==> config.mk <==
export PLATFORM = sky130hd
export DESIGN_NAME = wb_retire_unit_flat
export DESIGN_NICKNAME = d
export VERILOG_FILES = /design/src/rtl/wb_retire_unit_if.sv /design/src/rtl/wb_retire_unit.sv /design/src/flat_wrapper.sv
export SDC_FILE = /design/constraint.sdc
export NUM_CORES = 1
export LEC_CHECK = 0
export CAP_MARGIN = 20
export CORE_MARGIN = 1
export CORE_UTILIZATION = 35
export CTS_CLUSTER_SIZE = 12
export DETAILED_ROUTE_END_ITERATION = 8
export PLACE_DENSITY_LB_ADDON = 0.2
export SLEW_MARGIN = 10
export SYNTH_ARGS = -nofsm -noshare
export SYNTH_HDL_FRONTEND = slang
export SYNTH_SLANG_ARGS = --single-unit
==> constraint.sdc <==
create_clock -name clk -period 2.7 [get_ports clk]
set_input_delay 0.405 -clock clk [delete_from_list [all_inputs] [get_ports clk]]
set_output_delay 0.405 -clock clk [all_outputs]
set_load 0.05 [all_outputs]
==> src/rtl/wb_retire_unit_if.sv <==
// Handshake and bus bundle for wb_retire_unit: the instruction input side,
// the register-file write port, the PC redirect and the status outputs.
interface wb_retire_unit_if #(
    parameter int DATA_W  = 32,
    parameter int RADDR_W = 5,
    parameter int DEPTH   = 4,
    parameter int CNT_W   = 16
);
    localparam int LW = $clog2(DEPTH + 1);

    logic               in_valid;
    logic               in_ready;
    logic [5:0]         in_op;
    logic               in_ife;
    logic [RADDR_W-1:0] in_rd;
    logic [DATA_W-1:0]  in_data;
    logic               reg_update;
    logic [RADDR_W-1:0] reg_addr;
    logic [DATA_W-1:0]  reg_new;
    logic               reg_ack;
    logic               pc_update;
    logic [DATA_W-1:0]  pc_new;
    logic [CNT_W-1:0]   retire_cnt;
    logic [LW-1:0]      fifo_level;

    modport slave (
        input  in_valid, in_op, in_ife, in_rd, in_data, reg_ack,
        output in_ready, reg_update, reg_addr, reg_new, pc_update, pc_new,
               retire_cnt, fifo_level
    );

    modport master (
        output in_valid, in_op, in_ife, in_rd, in_data, reg_ack,
        input  in_ready, reg_update, reg_addr, reg_new, pc_update, pc_new,
               retire_cnt, fifo_level
    );
endinterface

==> src/rtl/wb_retire_unit.sv <==
// Writeback/retire stage: decodes accepted instructions into buffered
// register-file writes (show-ahead FIFO) or single-cycle PC redirect pulses.
module wb_retire_unit #(
    parameter int DATA_W  = 32,
    parameter int RADDR_W = 5,
    parameter int DEPTH   = 4,
    parameter int CNT_W   = 16,
    parameter int DROP_R0 = 1
) (
    input logic            clk,
    input logic            rst,
    wb_retire_unit_if.slave bus
);
    localparam int AW = $clog2(DEPTH);
    localparam int LW = $clog2(DEPTH + 1);

    logic [RADDR_W-1:0] r_mem_addr [DEPTH];
    logic [DATA_W-1:0]  r_mem_data [DEPTH];
    logic [AW-1:0]      r_wptr;
    logic [AW-1:0]      r_rptr;
    logic [LW-1:0]      r_level;
    logic [RADDR_W-1:0] r_last_addr;
    logic [DATA_W-1:0]  r_last_data;
    logic               r_pc_upd_p1;
    logic [DATA_W-1:0]  r_pc_new_p1;
    logic [CNT_W-1:0]   r_cnt_p1;

    logic w_ready;
    logic w_accept;
    logic w_is_reg;
    logic w_is_pc;
    logic w_drop;
    logic w_empty;
    logic w_push;
    logic w_pop;

    // Stage p0: decode the presented instruction and form push/pop strobes
    assign w_ready  = (r_level != LW'(DEPTH));
    assign w_accept = bus.in_valid && w_ready;
    assign w_is_reg = (bus.in_op[5:4] == 2'b00) || (bus.in_op == 6'b010001);
    assign w_is_pc  = ((bus.in_op == 6'b100000) && bus.in_ife) || (bus.in_op == 6'b100001);
    assign w_drop   = (DROP_R0 != 0) && (bus.in_rd == '0);
    assign w_empty  = (r_level == '0);
    assign w_push   = w_accept && w_is_reg && !w_drop;
    assign w_pop    = !w_empty && bus.reg_ack;

    always_ff @(posedge clk or posedge rst) begin
        if (rst) begin
            r_wptr      <= '0;
            r_rptr      <= '0;
            r_level     <= '0;
            r_last_addr <= '0;
            r_last_data <= '0;
        end else begin
            if (w_push) begin
                r_wptr <= r_wptr + AW'(1);
            end
            if (w_pop) begin
                r_rptr      <= r_rptr + AW'(1);
                r_last_addr <= r_mem_addr[r_rptr];
                r_last_data <= r_mem_data[r_rptr];
            end
            case ({w_push, w_pop})
                2'b10:   r_level <= r_level + LW'(1);
                2'b01:   r_level <= r_level - LW'(1);
                default: r_level <= r_level;
            endcase
        end
    end

    // Storage carries no reset; occupancy alone decides what is valid.
    always_ff @(posedge clk) begin
        if (w_push) begin
            r_mem_addr[r_wptr] <= bus.in_rd;
            r_mem_data[r_wptr] <= bus.in_data;
        end
    end

    // Stage p1: registered redirect pulse, target and retire count
    always_ff @(posedge clk or posedge rst) begin
        if (rst) begin
            r_pc_upd_p1 <= 1'b0;
            r_pc_new_p1 <= '0;
            r_cnt_p1    <= '0;
        end else begin
            r_pc_upd_p1 <= w_accept && w_is_pc;
            if (w_accept && w_is_pc) begin
                r_pc_new_p1 <= bus.in_data;
            end
            if (w_accept) begin
                r_cnt_p1 <= r_cnt_p1 + CNT_W'(1);
            end
        end
    end

    // An empty FIFO keeps showing the last popped entry.
    assign bus.in_ready   = w_ready;
    assign bus.reg_update = !w_empty;
    assign bus.reg_addr   = w_empty ? r_last_addr : r_mem_addr[r_rptr];
    assign bus.reg_new    = w_empty ? r_last_data : r_mem_data[r_rptr];
    assign bus.pc_update  = r_pc_upd_p1;
    assign bus.pc_new     = r_pc_new_p1;
    assign bus.retire_cnt = r_cnt_p1;
    assign bus.fifo_level = r_level;
endmodule

==> src/flat_wrapper.sv <==
// flat-port wrapper written by rule: the top's interface ports become plain ports
module wb_retire_unit_flat 
#(
    parameter int DATA_W  = 32,
    parameter int RADDR_W = 5,
    parameter int DEPTH   = 4,
    parameter int CNT_W   = 16,
    parameter int DROP_R0 = 1
)
  (clk, rst, bus_in_valid, bus_in_op, bus_in_ife, bus_in_rd, bus_in_data, bus_reg_ack, bus_in_ready, bus_reg_update, bus_reg_addr, bus_reg_new, bus_pc_update, bus_pc_new, bus_retire_cnt, bus_fifo_level);
  wb_retire_unit_if #(.DATA_W(DATA_W), .RADDR_W(RADDR_W), .DEPTH(DEPTH), .CNT_W(CNT_W)) bus_i ();
  input logic clk;
  input logic rst;
  input wire logic [$bits(bus_i.in_valid)-1:0] bus_in_valid;
  input wire logic [$bits(bus_i.in_op)-1:0] bus_in_op;
  input wire logic [$bits(bus_i.in_ife)-1:0] bus_in_ife;
  input wire logic [$bits(bus_i.in_rd)-1:0] bus_in_rd;
  input wire logic [$bits(bus_i.in_data)-1:0] bus_in_data;
  input wire logic [$bits(bus_i.reg_ack)-1:0] bus_reg_ack;
  output wire logic [$bits(bus_i.in_ready)-1:0] bus_in_ready;
  output wire logic [$bits(bus_i.reg_update)-1:0] bus_reg_update;
  output wire logic [$bits(bus_i.reg_addr)-1:0] bus_reg_addr;
  output wire logic [$bits(bus_i.reg_new)-1:0] bus_reg_new;
  output wire logic [$bits(bus_i.pc_update)-1:0] bus_pc_update;
  output wire logic [$bits(bus_i.pc_new)-1:0] bus_pc_new;
  output wire logic [$bits(bus_i.retire_cnt)-1:0] bus_retire_cnt;
  output wire logic [$bits(bus_i.fifo_level)-1:0] bus_fifo_level;
  assign bus_i.in_valid = bus_in_valid;
  assign bus_i.in_op = bus_in_op;
  assign bus_i.in_ife = bus_in_ife;
  assign bus_i.in_rd = bus_in_rd;
  assign bus_i.in_data = bus_in_data;
  assign bus_i.reg_ack = bus_reg_ack;
  assign bus_in_ready = bus_i.in_ready;
  assign bus_reg_update = bus_i.reg_update;
  assign bus_reg_addr = bus_i.reg_addr;
  assign bus_reg_new = bus_i.reg_new;
  assign bus_pc_update = bus_i.pc_update;
  assign bus_pc_new = bus_i.pc_new;
  assign bus_retire_cnt = bus_i.retire_cnt;
  assign bus_fifo_level = bus_i.fifo_level;
  wb_retire_unit #(.DATA_W(DATA_W), .RADDR_W(RADDR_W), .DEPTH(DEPTH), .CNT_W(CNT_W), .DROP_R0(DROP_R0)) u_core (.clk(clk), .rst(rst), .bus(bus_i));
endmodule
# ---- Yosys cells after proc, flatten, opt, wreduce, memory -nomap -nowiden
# Memories as Yosys holds them, arrays and structs flattened.
# Index checks and enable logic that the tools add are counted.
# Widths: inputs -> output; s select.
dict set report word_totals {
  register_bits 93
  latchBits 0
  ram_bits 148
  romBits 0
  input_bits 48
  out_inout_bits 91
  elab_cells 40
  memories 2
}
# name words word_bits rd rd_clocked_by_memory_dff wr line_no
set memory_table {}
lappend memory_table {u_core.r_mem_data 4 32 1 0 1 wb_retire_unit.sv:18} ;# logic [DATA_W-1:0] r_mem_data [DEPTH];
lappend memory_table {u_core.r_mem_addr 4 5 1 0 1 wb_retire_unit.sv:17} ;# logic [RADDR_W-1:0] r_mem_addr [DEPTH];
dict set report classes {
  addsub 5
  n_mul 0
  div_mod_pow 0
  magnitude_cmp 0
  n_eq_ne 6
  n_shift 0
  muxes 5
  n_bitwise 0
  reduce_logical 14
}
# op count
set ops {}
lappend ops {{$mux 32} 1}
lappend ops {{$add 16x1->16 const B} 1}
lappend ops {{$eq 6x6->1 const B} 2}
lappend ops {{$eq 6x5->1 const B} 1}
lappend ops {{$logic_and 1x1->1} 6}
lappend ops {{$pmux 3 s2} 1}
lappend ops {{$logic_not 5->1} 1}
lappend ops {{$mux 5} 1}
lappend ops {{$add 2x1->2 const B} 2}
lappend ops {{$add 3x1->3 const B} 1}
lappend ops {{$logic_not 3->1} 1}
lappend ops {{$ne 3x3->1 const B} 1}
lappend ops {{$sub 3x1->3 const B} 1}
lappend ops {{$eq 2x1->1 const B} 1}
lappend ops {{$eq 2x2->1 const B} 1}
lappend ops {{$logic_not 1->1} 2}
lappend ops {{$logic_not 2->1} 1}
lappend ops {{$logic_or 1x1->1} 2}
lappend ops {{$mux 1} 2}
lappend ops {{$reduce_bool 2->1} 1}

# ---- Logic depth before layout (Yosys ltp)
dict set report logic_depth {
  ltp_word 6
  ltp_mapped 11
  mapped_depth_nobuf 11
}

# ---- Worst setup path before layout
# OpenSTA, ideal clock, no wires.
dict set report synth_timing {
  path_kind {flip-flop to flip-flop}
  from {register u_core.r_level[0] (netlist: u_core.bus.fifo_level[0])}
  to {memory u_core.r_mem_addr[0][0] (enable)}
  setup_ps 398
  t_arrival_ps 2684
  required_time_ps 2302
  path_slack_ps -382
  path_stages_with_launch 6
  n_path_buf 0
  period_less_slack_ps 3082
  path_cell_list {dfrtp_1 > nor3b_1 > inv_2 > nand2_2 > a2111oi_4 > and2_1}
}
dict set report synth_via {
  elab_chain_len 6
}
# element line_no
set synth_rtl {}
lappend synth_rtl {{from (decl)} wb_retire_unit.sv:21} ;# logic [LW-1:0] r_level;
lappend synth_rtl {{from (signal assigned)} wb_retire_unit.sv:64} ;# 2'b10: r_level <= r_level + LW'(1);
lappend synth_rtl {{from (signal assigned)} wb_retire_unit.sv:65} ;# 2'b01: r_level <= r_level - LW'(1);
lappend synth_rtl {{from (signal assigned)} wb_retire_unit.sv:66} ;# default: r_level <= r_level;
lappend synth_rtl {{$ne 3x3->1} wb_retire_unit.sv:38} ;# assign w_ready = (r_level != LW'(DEPTH));
lappend synth_rtl {{named net bus_in_ready} flat_wrapper.sv:20} ;# output wire logic [$bits(bus_i.in_ready)-1:0] bus_in_ready;
lappend synth_rtl {{$logic_and 1x1->1} wb_retire_unit.sv:39} ;# assign w_accept = bus.in_valid && w_ready;
lappend synth_rtl {{$logic_and 1x1->1 (2 in series)} wb_retire_unit.sv:44} ;# assign w_push = w_accept && w_is_reg && !w_drop;
lappend synth_rtl {{$mux 1} wb_retire_unit.sv:73} ;# if (w_push) begin
lappend synth_rtl {{$mux 1 (not written as such)} wb_retire_unit.sv:74} ;# r_mem_addr[r_wptr] <= bus.in_rd;
lappend synth_rtl {{to (decl)} wb_retire_unit.sv:17}
# The timed path passes the listed nets, and every way through them passes these cells.

# ---- Worst setup path in the final report
dict set report layout_timing {
  from {register u_core.r_rptr[0]}
  to {output bus_reg_new[19]}
}
dict set report layout_via {
  elab_chain_len 2
}
# element line_no
set layout_rtl {}
lappend layout_rtl {{from (decl)} wb_retire_unit.sv:20} ;# logic [AW-1:0] r_rptr;
lappend layout_rtl {{from (signal assigned)} wb_retire_unit.sv:59} ;# r_rptr <= r_rptr + AW'(1);
lappend layout_rtl {{$mem_v2 4x32} -}
lappend layout_rtl {{$mux 32} wb_retire_unit.sv:100} ;# assign bus.reg_new = w_empty ? r_last_data : r_mem_data[r_rptr];
lappend layout_rtl {{to (decl)} flat_wrapper.sv:23} ;# output wire logic [$bits(bus_i.reg_new)-1:0] bus_reg_new;
# No other way between the ends.

==> out/metrics.yaml <==
power_switching_mw: 5.53
min_period_over_period_pct: 97.4
outcome: "finished, final reports clean"
dr.pass1.iters: 4
finalNetCount: 714
power_frac_seq_pct: 32.9
regArea_um2: 6780
synth_warnings: 0
die_x_um: 168
wl_per_cell_um: 19.7
p_per_area_nw_per_um2: 1200
finalCriticalPeriod_ps: 2630
pwr-share-comb_pct: 43.8
first_global_vias: 5455
viasPerCell: 4.88
antennaDiodeCount: 0
clk_pin_slew_worst_paths_ps: 60
power.internal_mw: 9.51
grtUsageTotal_pct: 14.4
multiInputGateArea_um2: 2770
die_h_um: 168
crit_arrival_ps: 2230
htreeDepth: 1
leakage_nw: 4.82
peakVddDrop_mv: 0.563
drv_cap: 0
clockBufferDepth: 3
drc: 0
drtIter0Drc: 200
worstReg2RegStart: "u_core.bus.fifo_level[0]"
fin_skew_ps: 10.9
crit_required_ps: 2300
clockPowerShare_pct: 23.3
core-area_um2: 27000
final_common_cell: "edfxtp_1"
post-place-ws_ps: -255
grt.overflow.total: 0
cts_hold_buf: 0
drive_gt1_share_pct: 38.7
cp-startpoint: "u_core.r_rptr[0]"
end_kind: "output port"
nFillCells: 2290
wl_mm: 20.1
fin_ws_ps: 69.6
cts_tree: "done"
synth.distinct_cells: 30
worstPathMaxFanout: 9
rows: 60
timing.hold.worst.class: "in2async"
whs_ps: 380
die_area_um2: 28400
layout_common_cells: "edfxtp_1, clkdlybuf4s50_1, dfrtp_1"
dp_hpwl_mm: 12.6
synth_seq_area_share_pct: 69.9
place_congestion: 0.776
swShare_pct: 36.8
hold_viol: 0
syn_nets: 539
setup_viol: 0
max_slew_margin_pct: 61.1
synthToLayoutAreaGrowth_pct: 29.7
grt_max_degree: 94
syn_avg_cell_area_um2: 20.0
io-pin-count: 139
drv_slew: 0
worst_pin_slew_ps: 581
syn-cell-area_um2: 9690
clock_latency_ps: 520
synth_cells: 484
crit_path_start_kind: "flop"
antenna_found_initial: 0
worst-setup-path-type: "reg2out"
via_count: 4974
grt_first_pass_wirelength_mm: 31.3
cts_root_buffer: "clkbuf_16"
cts-buffers-inserted: 27
io_buffer_count: 138
initial_core_util_pct: 35.8
cts.sinks: 241
max_clock_freq_mhz: 380
ys_ff_latch: 241
detail-route-antenna-nets: 0
cells by family (layout without fill, tap and decap cells):
logic type | after synthesis | after routing | synth area share [%]
simple gates | 39 | 39 | 2.36
mux | 146 | 146 | 22.7
buf+inv | 29 | 224 | 1.85
compound gates | 1 | 1 | 0.284
fa+ha+maj | 7 | 7 | 0.982
xor+xnor | 21 | 21 | 1.90
flops | 241 | 241 | 69.9
worst paths after layout:
kind                       slack, ps                   endpoint  cells after the start
max                               70            bus_reg_new[19]                      4
min                              380      u_core.bus.pc_new[11]                      3
max reg2reg                      330   u_core.bus.fifo_level[2]                     11
min reg2reg                      490  u_core.bus.retire_cnt[15]                      1
max in group asynchronous       1890           u_core.r_rptr[0]                      3
min in group clk                 490  u_core.bus.retire_cnt[15]                      1
synthesized netlist by cell type, drive strengths merged:
master	n	area, um2
clkbuf	2	7.51
xor2	6	52.6
nand3	5	25.0
and2	6	37.5
inv	9	33.8
and3	4	25.0
mux4	37	833
nor3b	2	15.0
nand2	7	28.8
mux2i	1	10.0
nor2	5	18.8
mux2	108	1360
ha	6	75.1
or4	1	7.51
nand4	5	37.5
a2111oi	1	27.5
buf	18	138
fa	1	20.0
nor3	1	10.0
and4	2	17.5
edfxtp	148	4440
xnor2	15	131
or3	1	6.26
dfrtp	93	2330
flip-flops by register name (all words and copies together) (netlist names):
signal	flops
u_core.r_last_data	32
u_core.r_rptr	2
u_core.r_wptr	2
u_core.bus.retire_cnt	16
u_core.r_last_addr	5
u_core.bus.pc_update	1
u_core.bus.pc_new	32
u_core.r_mem_data	128
u_core.bus.fifo_level	3
u_core.r_mem_addr	20
metrics by stage:
stage | TNS [ps] | util, % | power, mW | instance area [um2] | instances
2_1_floorplan | -811 | - | 9.54 | 9700 | 484
3_3_place_gp | -252 | 42.9 | 11.3 | 11600 | 969
3_5_place_dp | -295 | 42.9 | 11.4 | 11600 | 969
4_1_cts | -16.8 | 46.2 | 15.1 | 12500 | 1019
5_1_grt | -7.83 | 46.5 | 15.7 | 12600 | 1020
6_report | 0 | 46.5 | 15.0 | 12600 | 1020
power groups by stage:
stage	Clock [mW]	Combinational (mW)	Sequential [mW]
global placement	0	6.31	5.01
global route	3.76	6.92	5.03
finish	3.51	6.58	4.95
detailed placement	0	6.38	5.05
CTS	3.62	6.56	4.95
floorplan	0	4.00	5.54
timing repair:
item / in CTS / in global routing
cloned: 0 / 1
setup buffers: 1 / 0
endpoints found under the setup margin: 34 / 19
endpoints found under the hold margin: 0 / 0
gates resized for setup: 8 / 13
worst max-delay path, stage by stage (launching register included):
cell	delay (ps)
dfrtp_4	510
clkbuf_16	210
mux4_2	530
mux2_2	300
buf_6	160
metal layers:
| metal | global-route usage [%] | routed length [um] | vias up |
|---|---|---|---|
| met5 | 0 | 0 | - |
| met4 | 3.28 | 282 | 0 |
| met3 | 3.48 | 1210 | 28 |
| met2 | 24.1 | 9750 | 135 |
| met1 | 18.8 | 8840 | 2585 |
| li1 | - | - | 2226 |
cell type report:
class | instances | area share [%]
clock buffers | 38 | 5.95
clock inverters | 11 | 0.827
inverters | 9 | 0.299
multi-input cells | 214 | 22.0
flip-flops and latches | 241 | 53.9
well taps | 341 | 3.40
repair buffers | 166 | 13.6
Power figures use the tool's default switching activity.
